`src/rtl/rr_bus_arbiter_4_pkg.sv`:
```
// Shared definitions for the four-way round-robin bus arbiter.
// Holds the state encoding and the fixed datapath dimensions.
package rr_bus_arbiter_4_pkg;

    typedef enum logic {
        IDLE  = 1'b0,
        GRANT = 1'b1
    } state_t;

    localparam int NUM_REQ = 4;
    localparam int DATA_W  = 32;

endpackage

```
`src/rtl/rr_bus_arbiter_4_mux.sv`:
```
// Existing 4-to-1 datapath multiplexer, reused unchanged by the arbiter.
import rr_bus_arbiter_4_pkg::*;

module mux_4_to_1 (
    input  logic [1:0]        sel,
    input  logic [DATA_W-1:0] in1,
    input  logic [DATA_W-1:0] in2,
    input  logic [DATA_W-1:0] in3,
    input  logic [DATA_W-1:0] in4,
    output logic [DATA_W-1:0] out
);

    always_comb begin
        out = in1;
        case (sel)
            2'd0:    out = in1;
            2'd1:    out = in2;
            2'd2:    out = in3;
            default: out = in4;
        endcase
    end

endmodule

```
`src/rtl/rr_bus_arbiter_4.sv`:
```
// Round-robin arbiter sharing one 32-bit datapath among four requesters,
// with a per-grant hold limit and a valid-gated muxed output.
module rr_bus_arbiter_4
    import rr_bus_arbiter_4_pkg::*;
#(
    parameter int MAX_HOLD = 8,
    parameter int HOLD_W   = $clog2(MAX_HOLD) + 1
) (
    input  logic                clk,
    input  logic                rst,
    input  logic [NUM_REQ-1:0]  req,
    input  logic [DATA_W-1:0]   in1,
    input  logic [DATA_W-1:0]   in2,
    input  logic [DATA_W-1:0]   in3,
    input  logic [DATA_W-1:0]   in4,
    output logic [NUM_REQ-1:0]  grant,
    output logic [1:0]          sel,
    output logic [DATA_W-1:0]   out_data,
    output logic                out_valid,
    output logic                preempt
);

    localparam logic [HOLD_W-1:0] HOLD_LAST = HOLD_W'(MAX_HOLD - 1);

    state_t              state_reg;
    logic [HOLD_W-1:0]   hold_cnt_reg;
    logic [1:0]          last_ptr_reg;
    logic [NUM_REQ-1:0]  grant_reg;
    logic [1:0]          sel_reg;
    logic                preempt_reg;

    logic [2:0]          win;
    logic                win_found;
    logic [1:0]          win_idx;
    logic [NUM_REQ-1:0]  win_onehot;
    logic [DATA_W-1:0]   mux_data;

    // Scan from the slot after last_ptr; descending loop so the nearest hit wins.
    function automatic logic [2:0] pick_winner(input logic [NUM_REQ-1:0] r,
                                               input logic [1:0]         last);
        logic [2:0] res;
        logic [1:0] idx;
        res = '0;
        for (int k = NUM_REQ; k >= 1; k--) begin
            idx = last + 2'(k);
            if (r[idx]) res = {1'b1, idx};
        end
        return res;
    endfunction

    assign win       = pick_winner(req, last_ptr_reg);
    assign win_found = win[2];
    assign win_idx   = win[1:0];

    generate
        for (genvar gi = 0; gi < NUM_REQ; gi++) begin : g_onehot
            assign win_onehot[gi] = win_found && (win_idx == 2'(gi));
        end
    endgenerate

    always_ff @(posedge clk or posedge rst) begin
        if (rst) begin
            state_reg    <= IDLE;
            hold_cnt_reg <= '0;
            last_ptr_reg <= 2'd3;
            grant_reg    <= '0;
            sel_reg      <= '0;
            preempt_reg  <= 1'b0;
        end else begin
            preempt_reg <= 1'b0;
            case (state_reg)
                GRANT: begin
                    if (req[sel_reg] && hold_cnt_reg != HOLD_LAST) begin
                        hold_cnt_reg <= hold_cnt_reg + HOLD_W'(1);
                    end else begin
                        // Owner still requesting here means the hold limit forced it out.
                        preempt_reg <= req[sel_reg];
                        if (win_found) begin
                            grant_reg    <= win_onehot;
                            sel_reg      <= win_idx;
                            last_ptr_reg <= win_idx;
                        end else begin
                            state_reg <= IDLE;
                            grant_reg <= '0;
                        end
                        hold_cnt_reg <= '0;
                    end
                end
                default: begin
                    if (win_found) begin
                        state_reg    <= GRANT;
                        grant_reg    <= win_onehot;
                        sel_reg      <= win_idx;
                        last_ptr_reg <= win_idx;
                        hold_cnt_reg <= '0;
                    end
                end
            endcase
        end
    end

    mux_4_to_1 u_mux (
        .sel (sel_reg),
        .in1 (in1),
        .in2 (in2),
        .in3 (in3),
        .in4 (in4),
        .out (mux_data)
    );

    assign grant     = grant_reg;
    assign sel       = sel_reg;
    assign preempt   = preempt_reg;
    assign out_valid = |grant_reg;
    assign out_data  = out_valid ? mux_data : '0;

endmodule

```
`config.mk`:
```
export PLATFORM = sky130hd
export DESIGN_NAME = rr_bus_arbiter_4
export DESIGN_NICKNAME = d
export VERILOG_FILES = /design/src/rtl/rr_bus_arbiter_4_pkg.sv /design/src/rtl/rr_bus_arbiter_4_mux.sv /design/src/rtl/rr_bus_arbiter_4.sv
export SDC_FILE = /design/constraint.sdc
export NUM_CORES = 1
export LEC_CHECK = 0
export BUFFER_PORTS_ARGS = -buffer_cell sky130_fd_sc_hd__buf_2
export CAP_MARGIN = 20
export CORE_UTILIZATION = 30
export CTS_CLUSTER_DIAMETER = 200
export DETAILED_ROUTE_END_ITERATION = 16
export PLACE_DENSITY = 0.69
export REMOVE_ABC_BUFFERS = 1
export SKIP_CTS_REPAIR_TIMING = 1
export SYNTH_ARGS = -nofsm -noshare
export SYNTH_HDL_FRONTEND = slang
export SYNTH_HIERARCHICAL = 1
export SYNTH_SLANG_ARGS = --single-unit
export TNS_END_PERCENT = 20
```
`constraint.sdc`:
```
create_clock -name clk -period 3.7 [get_ports clk]
set_input_delay 0.37 -clock clk [delete_from_list [all_inputs] [get_ports clk]]
set_output_delay 0.37 -clock clk [all_outputs]
set_load 0.03 [all_outputs]
```
==> qor.yml <==
pwr:
  finalPower_mw: 2.37
  power_density_mw_per_mm2: 866
  ir_worst_vdd_mv: 0.422
  total_leakage_power_nw: 1.38
timing:
  period_share: 0.661
  slew_viol_final: 0
  whs_ns: 0.145
  finClkSkew_ns: 0.00515
  worstMarginPinSlew_ns: 0.521
  setup_slack_ns: 1.25
  max_freq_ghz: 0.409
  min_period_ns: 2.45
  hold_violations: 0
  rsz0062_at_grt: "false"
  finalSetupViolCount: 0
  tns_ns: 0
  relSlewSlack: 0.653
clock_network:
  insertion_delay_ns: 0.24
  cts_max_path_buffers: 2
  clkTransAtPathRegs_ns: 0.06
  cts_tree: "built"
  root_buffer: "clkbuf_8"
  h-tree-depth: 1
  cts_buffers: 3
  cts.sinks: 14
synth:
  synth.distinct_cells: 35
  synthCells: 139
  ys_ff_latch: 14
  synth.avg_cell_area_um2: 12.8
  synth_largest_area_cell: "mux4_2"
  synth_top_cell_area_share: 0.380
  yosysWarnings: 6
  netlist_area_mm2: 0.00178
  synth_seq_area_share: 0.198
  synth_area_leaders: "mux4_2 (38%), dfrtp_1 (17%), nor2b_1 (12%)"
drt:
  vias: 1912
  routed_wl_um: 5990
  ant_nets: 0
  avgViaCountPerCell: 4.99
  drtIter0Drc: 58
  drc: 0
  firstDrtPassIters: 4
  drt-wirelength-per-cell_um: 15.6
layout:
  layout.nets: 446
  n_fill_cell: 527
  multi_input_area_mm2: 0.00132
  seq_area_um2: 354
  area_growth_pct: 53.7
  instances_no_fill: 383
  drive_above_1_share: 0.719
min_path:
  hp-class: "primary input to asynchronous set/reset pin"
setup_path:
  crit_fanout: 14
  crit_type: "flip-flop to output pin"
  required_ns: 3.33
  crit_path_end_kind: "output pin"
  timing.rr.start: "sel[1]"
  r2r_slack_ns: 1.44
  r2r_cells: 5
  critPathArrivalTime_ns: 2.08
  r2r-end: "sel[0]"
  cp-startpoint: "sel[0]"
  start_kind: "flip-flop"
grt:
  antenna_found_initial: 1
  grt_pass1_wl_um: 9050
  grt_usage: 0.186
  overflow: 0
  first_global_vias: 1839
  grt_start_max_net_pins: 28
floorplan:
  start_util: 0.317
  rows: 27
  core_mm2: 0.00561
  ioPinCount: 174
  die_y_um: 79.0
  die_w_um: 79.0
  dieArea_mm2: 0.00624
placed_design:
  dpl.cell_count: 378
  dp_hpwl_um: 5030
  gp_congestion: 0.827
  port_buffers: 173
  place_ws_ns: 1.44
run:
  maxCapViolations: 0
outcome:
  status: "finished clean"
[synth_stat cells]
library cell  count
o21a_1            1
mux2i_1           4
clkbuf_1          3
o21ai_0           1
or2_2             2
nand3_1           1
and3b_1           1
a32o_1            4
nor2_4            1
a21oi_1           3
mux2_4            2
nand2_1           5
a21boi_0          1
a22o_1            2
nor4_2            1
nand3b_1          1
buf_2             3
o31ai_1           1
dfstp_2           2
or4_4             1
mux4_1            2
o22ai_4           1
a21boi_4          1
dfrtp_1          12
mux4_2           30
nand2b_1          3
buf_6             1
o21bai_1          2
o21ai_1           2
a21o_1            1
inv_1             5
buf_12            3
ha_1              1
o22a_1            1
nor2b_1          34
[power by group]
group / switching (mW) / internal (mW)
Sequential: 0.105 / 0.213
Clock: 0.0506 / 0.0941
Combinational: 1.10 / 0.807
[worst max-delay path, cell delays in order, from the launching register on]
cell	delay [ns]
dfrtp_2	0.59
buf_4	0.34
mux4_1	0.57
nor2b_1	0.14
buf_2	0.18
[worst max path at each step]
stage                         to  slack, ns  depth (start not counted)
floorplan           out_data[30]       0.77                          2
global placement    out_data[31]       1.49                          4
detailed placement        sel[0]       1.44                          5
CTS                 out_data[31]       1.21                          4
global route        out_data[31]       1.11                          4
finish              out_data[31]       1.25                          4
[layout by cell type, fill, tap and decap left out, drive strengths merged, types with 3 or more instances in the layout]
cell / instances
dfrtp: 12
o21ai: 3
buf: 177
clkbuf: 4
a32o: 4
mux4: 32
nand2b: 3
inv: 5
nor2b: 34
a21oi: 3
nand2: 5
mux2i: 4
[metrics by stage]
step	area, µm²	util
final	2740	0.488
after global routing	2740	0.488
after detailed placement	2680	0.477
after floorplan	1680	-
after global placement	2680	0.477
after CTS	2730	0.487
[cell type report]
type,instances,share of cell area
tap,72,0.0329
antenna,1,0.000915
sequential,14,0.129
multi-input combinational,110,0.482
timing repair buffer,177,0.328
clock buffer,4,0.0201
inverter,5,0.00686
[metal layers]
layer	part of all wire	track usage	up-vias
met5	0	0	-
met2	0.50	0.335	88
met1	0.40	0.221	914
met3	0.074	0.0379	15
met4	0.021	0.0582	0
li1	-	-	895
[cells by family after synthesis]
| logic type | count (synthesis) | synth area share |
|---|---|---|
| flip-flops | 14 | 0.198 |
| AND/OR/NAND/NOR | 50 | 0.179 |
| AO/OA/AOI/OAI | 21 | 0.101 |
| multiplexers | 38 | 0.449 |
| adder cells (fa/ha/maj) | 1 | 0.00703 |
| buffers and inverters | 15 | 0.0654 |
Power figures use the tool's default switching activity.
